<file path="config.mk">
export PLATFORM = sky130hd
export DESIGN_NAME = bus_initiator
export DESIGN_NICKNAME = d
export VERILOG_FILES = /design/src/rtl/bus_initiator.sv
export SDC_FILE = /design/constraint.sdc
export NUM_CORES = 1
export LEC_CHECK = 0
export BUFFER_PORTS_ARGS = -buffer_cell sky130_fd_sc_hd__buf_2
export CAP_MARGIN = 20
export CORE_MARGIN = 2
export CORE_UTILIZATION = 47
export CTS_BUF_LIST = sky130_fd_sc_hd__clkbuf_16
export CTS_CLUSTER_SIZE = 24
export DETAILED_ROUTE_END_ITERATION = 8
export PLACE_DENSITY = 0.79
export SLEW_MARGIN = 20
export SYNTH_ARGS = -nofsm -noshare
export SYNTH_HDL_FRONTEND = slang
export SYNTH_SLANG_ARGS = --single-unit
</file>
<file path="constraint.sdc">
create_clock -name clk -period 2.3 [get_ports clk]
set_clock_uncertainty 0.15 [all_clocks]
set_input_delay 0 -clock clk [delete_from_list [all_inputs] [get_ports clk]]
set_output_delay 0 -clock clk [all_outputs]
set_load 0.01 [all_outputs]
</file>
<file path="src/rtl/bus_initiator.sv">
// Purpose : single-outstanding register-bus initiator; turns a req command into a
//           cs/we/address/write_data access and returns the result on rsp.
// Latency : accept edge E0, cs high from E0, ready sampled at the next edge(s),
//           response presented the cycle after; 3 cycles minimum end to end.
// Backpressure: req_ready is high only in IDLE. A response is held in RESP
//           until rsp_ready; the bus access ends on ready or after TIMEOUT_CYCLES.
//
// Ports:
//   clk, reset_n                     clock, synchronous active-low reset
//   req_valid/req_ready              command handshake
//   req_we, req_addr, req_wdata      command fields (sampled only in IDLE)
//   rsp_valid/rsp_ready              response handshake
//   rsp_rdata, rsp_timeout           response payload (rdata is 0 for writes/timeouts)
//   cs, we, address, write_data      registered peripheral strobe/controls
//   read_data, ready                 peripheral return; ready may be combinational from cs
//   busy                             high whenever a transaction is in flight

module bus_initiator #(
  parameter int TIMEOUT_CYCLES = 255
) (
  input  logic        clk,
  input  logic        reset_n,
  input  logic        req_valid,
  output logic        req_ready,
  input  logic        req_we,
  input  logic [7:0]  req_addr,
  input  logic [31:0] req_wdata,
  output logic        rsp_valid,
  input  logic        rsp_ready,
  output logic [31:0] rsp_rdata,
  output logic        rsp_timeout,
  output logic        cs,
  output logic        we,
  output logic [7:0]  address,
  output logic [31:0] write_data,
  input  logic [31:0] read_data,
  input  logic        ready,
  output logic        busy
);

  typedef enum logic [1:0] {
    IDLE   = 2'd0,
    ACCESS = 2'd1,
    RESP   = 2'd2
  } state_t;

  // Counter value at which the access is abandoned. The compare happens before
  // the increment, so cs stays high for exactly TIMEOUT_CYCLES cycles.
  localparam logic [15:0] TMO_LAST = 16'(TIMEOUT_CYCLES - 1);

  state_t      state;
  state_t      state_nxt;
  logic [15:0] tmo_cnt;
  logic [15:0] tmo_cnt_nxt;
  logic        cs_nxt;
  logic        we_nxt;
  logic [7:0]  address_nxt;
  logic [31:0] write_data_nxt;
  logic [31:0] rsp_rdata_nxt;
  logic        rsp_timeout_nxt;

  // Handshake/status outputs decode straight from the state register.
  assign req_ready = (state == IDLE);
  assign rsp_valid = (state == RESP);
  assign busy      = (state != IDLE);

  // State and datapath registers.
  always_ff @(posedge clk) begin
    if (!reset_n) begin
      state       <= IDLE;
      tmo_cnt     <= 16'd0;
      cs          <= 1'b0;
      we          <= 1'b0;
      address     <= 8'd0;
      write_data  <= 32'd0;
      rsp_rdata   <= 32'd0;
      rsp_timeout <= 1'b0;
    end else begin
      state       <= state_nxt;
      tmo_cnt     <= tmo_cnt_nxt;
      cs          <= cs_nxt;
      we          <= we_nxt;
      address     <= address_nxt;
      write_data  <= write_data_nxt;
      rsp_rdata   <= rsp_rdata_nxt;
      rsp_timeout <= rsp_timeout_nxt;
    end
  end

  // Next-state and next-datapath logic.
  always_comb begin
    state_nxt       = state;
    tmo_cnt_nxt     = tmo_cnt;
    cs_nxt          = cs;
    we_nxt          = we;
    address_nxt     = address;
    write_data_nxt  = write_data;
    rsp_rdata_nxt   = rsp_rdata;
    rsp_timeout_nxt = rsp_timeout;

    case (state)
      IDLE: begin
        if (req_valid) begin
          cs_nxt         = 1'b1;
          we_nxt         = req_we;
          address_nxt    = req_addr;
          write_data_nxt = req_wdata;
          tmo_cnt_nxt    = 16'd0;
          state_nxt      = ACCESS;
        end
      end

      ACCESS: begin
        // ready is checked first so it wins over a timeout on the same edge.
        if (ready) begin
          rsp_rdata_nxt   = we ? 32'd0 : read_data;
          rsp_timeout_nxt = 1'b0;
          cs_nxt          = 1'b0;
          we_nxt          = 1'b0;
          address_nxt     = 8'd0;
          write_data_nxt  = 32'd0;
          state_nxt       = RESP;
        end else if (tmo_cnt == TMO_LAST) begin
          rsp_rdata_nxt   = 32'd0;
          rsp_timeout_nxt = 1'b1;
          cs_nxt          = 1'b0;
          we_nxt          = 1'b0;
          address_nxt     = 8'd0;
          write_data_nxt  = 32'd0;
          state_nxt       = RESP;
        end else begin
          tmo_cnt_nxt = tmo_cnt + 16'd1;
        end
      end

      RESP: begin
        if (rsp_ready) begin
          state_nxt = IDLE;
        end
      end

      default: begin
        // Unreachable encoding: park cleanly in IDLE with the bus released.
        state_nxt      = IDLE;
        cs_nxt         = 1'b0;
        we_nxt         = 1'b0;
        address_nxt    = 8'd0;
        write_data_nxt = 32'd0;
      end
    endcase
  end

endmodule

</file>
==> results.py, run 1 <==
metrics = {
    "floorplan": {
        "dieHeight_um": 90.9,
        "initial_core_util": 0.487,
        "num_rows": 31,
        "core_area_um2": 7290,
        "die_w_um": 90.9,
        "die-area_um2": 8270,
        "io_pins": 156,
    },
    "routing": {
        "post_drt_wl_per_cell_um": 18.6,
        "ant_nets": 0,
        "drc": 0,
        "avgViaCountPerCell": 5.86,
        "vias": 3764,
        "dr.pass1.iters": 6,
        "finalWirelength_mm": 12.0,
        "drt_iter0_drc": 255,
    },
    "timing": {
        "tightest_slew_ps": 974,
        "fin_crit_sh": 0.956,
        "tns_ps": 0,
        "rsz0062_at_grt": "no",
        "setup_viol": 0,
        "maxSlewHeadroom": 0.350,
        "hold_violations": 0,
        "fin_crit_ps": 2200,
        "drv_slew": 0,
        "timing.fmax_mhz": 455,
    },
    "global_routing": {
        "grt_pass1_vias": 3778,
        "gr-total-overflow": 0,
        "antenna_found_initial": 0,
        "grt_pass1_wl_mm": 18.7,
        "grt_usage": 0.281,
        "grt_max_degree": 43,
    },
    "cts": {
        "cts_tree": "yes",
        "clk_latency_ps": 340,
        "htreeDepth": 3,
        "numCtsBuffers": 9,
        "clk_pin_slew_worst_paths_ps": 70,
        "cts.sinks": 93,
        "clk_path_buf_depth": 2,
        "cts_root_buf": "clkbuf_16",
        "ctsResizeCount": 0,
    },
    "synthesis": {
        "ys_ff_latch": 93,
        "synth_area_per_cell_um2": 11.5,
        "synth_warnings": 0,
        "synth_top_area_frac": 0.524,
        "async_flop_share": 0,
        "yosys.area.top_type": "dfxtp_1",
        "netlist_area_um2": 3550,
        "synth_top_flop_cell": "dfxtp_1",
        "seq_area_frac_synth": 0.524,
        "synth_edf_count": 0,
        "syn-instance-count": 309,
        "syn-num-nets": 389,
        "synth_cell_type_count": 56,
        "synth_area_leaders": "dfxtp_1 52%, a32o_1 12%, a22o_1 7.9%",
    },
    "setup_path": {
        "start_kind": "flip-flop",
        "endpoint": "address[0]",
        "end_kind": "flip-flop",
        "startpoint": "tmo_cnt[0]",
        "worstPathRequired_ps": 2430,
        "r2r_slack_ps": 100,
        "crit_arrival_ps": 2330,
        "crit_type": "flip-flop to flip-flop",
        "r2r_end": "address[0]",
        "r2r_start": "tmo_cnt[0]",
        "rr_worst_depth": 6,
        "crit_fanout": 21,
    },
    "power_and_ir_drop": {
        "power_leakage_nw": 2.41,
        "p_per_area_nw_per_um2": 687,
        "swShare": 0.255,
        "pwr-share-seq": 0.460,
        "share_comb_of_total_power": 0.136,
        "p_sw_w": 0.000959,
        "peakVddDrop_mv": 0.493,
        "finalPower_w": 0.00376,
        "power_frac_clock": 0.404,
        "cellInternalPower_w": 0.00280,
    },
    "placement": {
        "gp_congestion": 0.879,
        "dp_cells": 550,
        "place_hpwl_mm": 6.40,
        "io_buffers": 155,
    },
    "finish": {
        "final_cells": 642,
        "area.growth.synth_to_final_pct": 54.0,
        "antenna_cells": 0,
        "finalNetCount": 618,
        "drive_above_1_share": 0.370,
    },
    "worst_hold_path": {
        "hp-class": "primary input to flip-flop",
        "hp-start": "reset_n",
    },
    "run": {
        "maxCapViolCount": 0,
    },
    "run_status": {
        "outcome": "complete, no violations",
    },
}
==> state kept, by name, indices dropped and copies added, names as in the netlist <==
register	cells
cs	1
state	2
we	1
rsp_rdata	32
address	8
write_data	32
rsp_timeout	1
tmo_cnt	16
==> power groups by stage <==
stage / logic (W) / registers (W) / clock network (W)
after floorplan: 0.000186 / 0.00179 / 0
after global placement: 0.000375 / 0.00175 / 0
after detailed placement: 0.000383 / 0.00176 / 0
after CTS: 0.000485 / 0.00172 / 0.00152
after global routing: 0.000541 / 0.00174 / 0.00159
final: 0.000509 / 0.00173 / 0.00152
==> final cells by class <==
| cell class | instances | area (um2) |
|---|---|---|
| multi-input combinational | 186 | 1520 |
| timing repair buffer | 243 | 1640 |
| clock buffer | 9 | 225 |
| tap | 99 | 124 |
| clock inverter | 7 | 80.1 |
| fill | 459 | 1820 |
| inverter | 5 | 18.8 |
| sequential | 93 | 1860 |
==> cell usage in the layout (no fill, tap or decap), types with 5 or more instances in the layout <==
cell	count
dfxtp_1	93
dlygate4sd3_1	75
buf_2	155
buf_4	12
nor2_1	5
nand2_1	7
o211ai_1	6
nand3_1	15
a31oi_1	8
a21oi_1	8
nand2b_1	5
clkbuf_16	9
a22o_1	32
a32o_1	41
==> critical path: stages, from the launching register on <==
cell and delay, ps:
dfxtp_1 340, inv_1 70, ha_1 200, nor4b_4 130
and4_4 180, o22ai_2 790, a32o_1 280
==> per-stage QoR <==
step	cell area, um2	setup slack [ps]	hold WS [ps]	utilization
after floorplan	3550	439	-53.4	-
after global placement	4400	178	58.8	0.603
after detailed placement	4400	135	63.5	0.603
after CTS	5460	86.7	72.6	0.748
after global routing	5470	46.7	108	0.750
final	5470	102	86.5	0.750
==> layer usage <==
layer / up-vias / GRT usage / wire [um]
met2: 187 / 0.494 / 6280
met4: 0 / 0.133 / 459
li1: 1700 / - / -
met1: 1832 / 0.318 / 4480
met3: 45 / 0.0659 / 751
met5: - / 0 / 0
==> synth_stat cells (4+ instances only) <==
| master | count |
|---|---|
| nand2b_1 | 5 |
| a21oi_1 | 8 |
| a32o_1 | 41 |
| nor2_1 | 5 |
| inv_1 | 4 |
| buf_2 | 9 |
| o211ai_1 | 6 |
| o21ai_0 | 4 |
| nand2_1 | 7 |
| a22o_1 | 32 |
| clkbuf_1 | 9 |
| dfxtp_1 | 93 |
| a31oi_1 | 8 |
| nand3_1 | 15 |
| buf_6 | 7 |
==> what timing repair did <==
action                                  4_1_cts  5_1_grt
hold endpoints to repair                     79        0
hold buffers                                 75        0
buffers inserted                              0        0
endpoints found under the setup margin        0       38
==> cells by family (layout without fill, tap and decap cells) <==
kind of cell / count (synthesis) / after routing / share of synthesized area
DFF: 93 / 93 / 0.524
AOI/OAI and AO/OA: 113 / 114 / 0.281
buffers and inverters: 31 / 264 / 0.0518
and+or+nand+nor: 68 / 68 / 0.130
adders and majority gates: 2 / 2 / 0.00705
muxes: 2 / 2 / 0.00564
==> worst min-delay path by stage <==
stage,depth (start not counted),end
finish,4,tmo_cnt[15]
detailed placement,2,write_data[3]
global placement,2,write_data[23]
floorplan,1,rsp_timeout
global route,4,tmo_cnt[15]
CTS,4,tmo_cnt[15]
(Power assumes the default switching activity.)
==> run 2: changes to the inputs <==
- ABC_AREA: unset -> 1
- CORE_UTILIZATION: 47 -> 48
- PLACE_DENSITY: 0.79 -> 0.8
==> run 2 against run 1 <==
Compared with the run above: clock power decreased by 9%; routed wire length grew 3.7%; non-clock buffer count decreased by 5; core utilization is 1.2 points lower; worst setup slack improved by 170 ps; flip-flop and latch count stayed put; largest power group unchanged; combinational power is 7.5% higher; register-to-register slack better by 170 ps; sequential share of layout area decreased by 1.2 points; fmax is 8.6% higher.
==> results.py, run 2 <==
metrics = {
    "run_status": {
        "outcome": "complete, no violations",
    },
    "routing": {
        "post_drt_wl_per_cell_um": 14.6,
        "vias": 4442,
        "avgViaCountPerCell": 5.23,
        "drt_iter0_drc": 387,
        "dr.pass1.iters": 6,
        "finalWirelength_mm": 12.4,
        "drc": 0,
        "ant_nets": 0,
    },
    "cts": {
        "clk_latency_ps": 340,
        "cts_tree": "yes",
        "clk_path_buf_depth": 2,
        "clk_pin_slew_worst_paths_ps": 70,
        "htreeDepth": 3,
        "cts.sinks": 93,
        "numCtsBuffers": 9,
        "cts_setup_buffers": 0,
        "cts_root_buf": "clkbuf_16",
    },
    "global_routing": {
        "gr-usage-met3": 0.0643,
        "grt-busiest-layer": "met2",
        "grt_max_degree": 44,
        "antenna_found_initial": 0,
        "grt_usage": 0.292,
        "met1_usage": 0.348,
        "gr-total-overflow": 0,
        "grt_use_met2": 0.491,
        "grt_pass1_wl_mm": 20.4,
        "grt_pass1_vias": 4383,
    },
    "setup_path": {
        "startpoint": "tmo_cnt[0]",
        "r2r_slack_ps": 280,
        "r2r_start": "tmo_cnt[0]",
        "crit_arrival_ps": 2140,
        "rr_worst_depth": 10,
        "crit_fanout": 32,
        "crit_type": "flip-flop to flip-flop",
        "r2r_end": "write_data[23]",
        "end_kind": "flip-flop",
        "start_kind": "flip-flop",
        "worstPathRequired_ps": 2420,
    },
    "power_and_ir_drop": {
        "power_leakage_nw": 2.57,
        "peakVddDrop_mv": 0.426,
        "p_per_area_nw_per_um2": 644,
    },
    "finish": {
        "drive_above_1_share": 0.262,
        "seqCellArea_um2": 1860,
        "multi_input_area_um2": 1670,
        "largestRegisters": "rsp_rdata x32, write_data x32, tmo_cnt x16",
        "finalNetCount": 820,
        "fin_util": 0.738,
        "final_common_cell": "nand2_1",
        "n_fill_cell": 547,
        "area.growth.synth_to_final_pct": 49.5,
        "layout_common_cells": "169 x nand2_1, 155 x buf_2, 93 x dfxtp_1",
    },
    "run": {
        "maxCapViolCount": 0,
    },
    "timing": {
        "fin_crit_ps": 2020,
        "timing.fmax_mhz": 494,
        "tightest_slew_ps": 485,
        "tns_ps": 0,
        "whs_ps": 8.07,
        "setup_viol": 0,
        "rsz0062_at_grt": "no",
        "fin_crit_sh": 0.880,
        "drv_slew": 0,
        "maxSlewHeadroom": 0.676,
        "hold_violations": 0,
    },
    "synthesis": {
        "synth_top_flop_cell": "dfxtp_1",
        "synth_edf_count": 0,
        "synth.most_common_cell": "nand2_1",
        "synth_cell_type_count": 24,
        "seq_area_frac_synth": 0.490,
        "ys_ff_latch": 93,
        "synth_warnings": 0,
        "syn-num-nets": 601,
        "synth_area_leaders": "dfxtp_1 49%, nand2_1 17%, a21oi_1 11%",
        "yosys.area.top_type": "dfxtp_1",
        "netlist_area_um2": 3800,
        "syn-instance-count": 521,
        "synth_top_cells_by_count": "169 x nand2_1, 93 x dfxtp_1, 87 x a21oi_1",
        "synth_area_per_cell_um2": 7.29,
        "async_flop_share": 0,
        "synth_top_area_frac": 0.490,
    },
    "placement": {
        "io_buffers": 155,
        "gp_congestion": 0.902,
        "place_hpwl_mm": 7.02,
    },
    "floorplan": {
        "dieHeight_um": 92.9,
        "num_rows": 32,
        "core_area_um2": 7690,
        "die_w_um": 92.9,
        "io_pins": 156,
        "initial_core_util": 0.494,
        "die-area_um2": 8640,
    },
    "worst_hold_path": {
        "hp-start": "ready",
        "whs_endpoint": "tmo_cnt[1]",
        "hp-class": "primary input to flip-flop",
        "hold_depth": 4,
    },
}
run 2: cell count changes after synthesis, sizes merged, moves of 25 or more:
| cell | previous run | this run |
|---|---|---|
| a21oi | 8 | 87 |
| nand3 | 16 | 52 |
| inv | 4 | 29 |
| a22o | 32 | 0 |
| a32o | 41 | 0 |
| nor2 | 6 | 36 |
| nand2 | 7 | 177 |
run 2: layout make-up:
class	instances	area share
Sequential cell	93	0.328
Clock buffer	9	0.0397
Tap cell	102	0.0225
Inverter	29	0.0192
Antenna cell	2	0.000882
Multi-Input combinational cell	369	0.295
Clock inverter	7	0.00904
Timing Repair Buffer	238	0.286
run 2: how the worst max path moves through the flow:
stage	slack (ps)	depth (start not counted)	to
2_1_floorplan	770	8	rsp_rdata[11]
4_1_cts	310	8	rsp_rdata[3]
5_1_grt	140	10	write_data[4]
3_3_place_gp	440	10	write_data[30]
3_5_place_dp	360	8	rsp_rdata[7]
6_report	280	10	write_data[23]
run 2: cells by family after synthesis:
family | synth area share
AO/OA/AOI/OAI | 0.127
AND/OR/NAND/NOR | 0.300
XOR/XNOR | 0.00692
flip-flops | 0.490
buffers and inverters | 0.0695
adder cells (fa/ha/maj) | 0.00659
run 2: per-stage QoR:
| step | setup slack [ps] | power (W) | area (um2) | std cells |
|---|---|---|---|---|
| floorplan | 769 | 0.00199 | 3800 | 521 |
| global placement | 439 | 0.00217 | 4640 | 756 |
| detailed placement | 361 | 0.00218 | 4640 | 756 |
| CTS | 305 | 0.00363 | 5670 | 847 |
| global route | 141 | 0.00379 | 5670 | 847 |
| finish | 276 | 0.00365 | 5680 | 849 |
run 2: worst max-delay path, cell delays in order (launching register included):
cell and delay [ps]:
dfxtp_1 370, inv_1 80, ha_1 200, nand2_1 120, nor2_4 60, nand2_2 80
nand2_4 130, nand2_2 260, buf_12 220, nand2_1 90, a21oi_1 170
run 2: layer usage:
metal	wire length, um	share of wire	vias up
met5	0	0	-
met4	498	0.040	0
met3	920	0.074	55
met2	6210	0.50	218
met1	4790	0.39	2053
li1	-	-	2116
run 2: power breakdown:
| part | internal, W | leakage (nW) | switching, W | total [W] |
|---|---|---|---|---|
| combinational | 0.000255 | 1.68 | 0.000292 | 0.000547 |
| clock | 0.000738 | 0.133 | 0.000649 | 0.00139 |
| sequential | 0.00168 | 0.757 | 0.0000388 | 0.00172 |
run 2: timing repair:
action                    CTS  global route
hold endpoints to repair   85             0
gates resized for setup     0             0
hold buffers               75             0
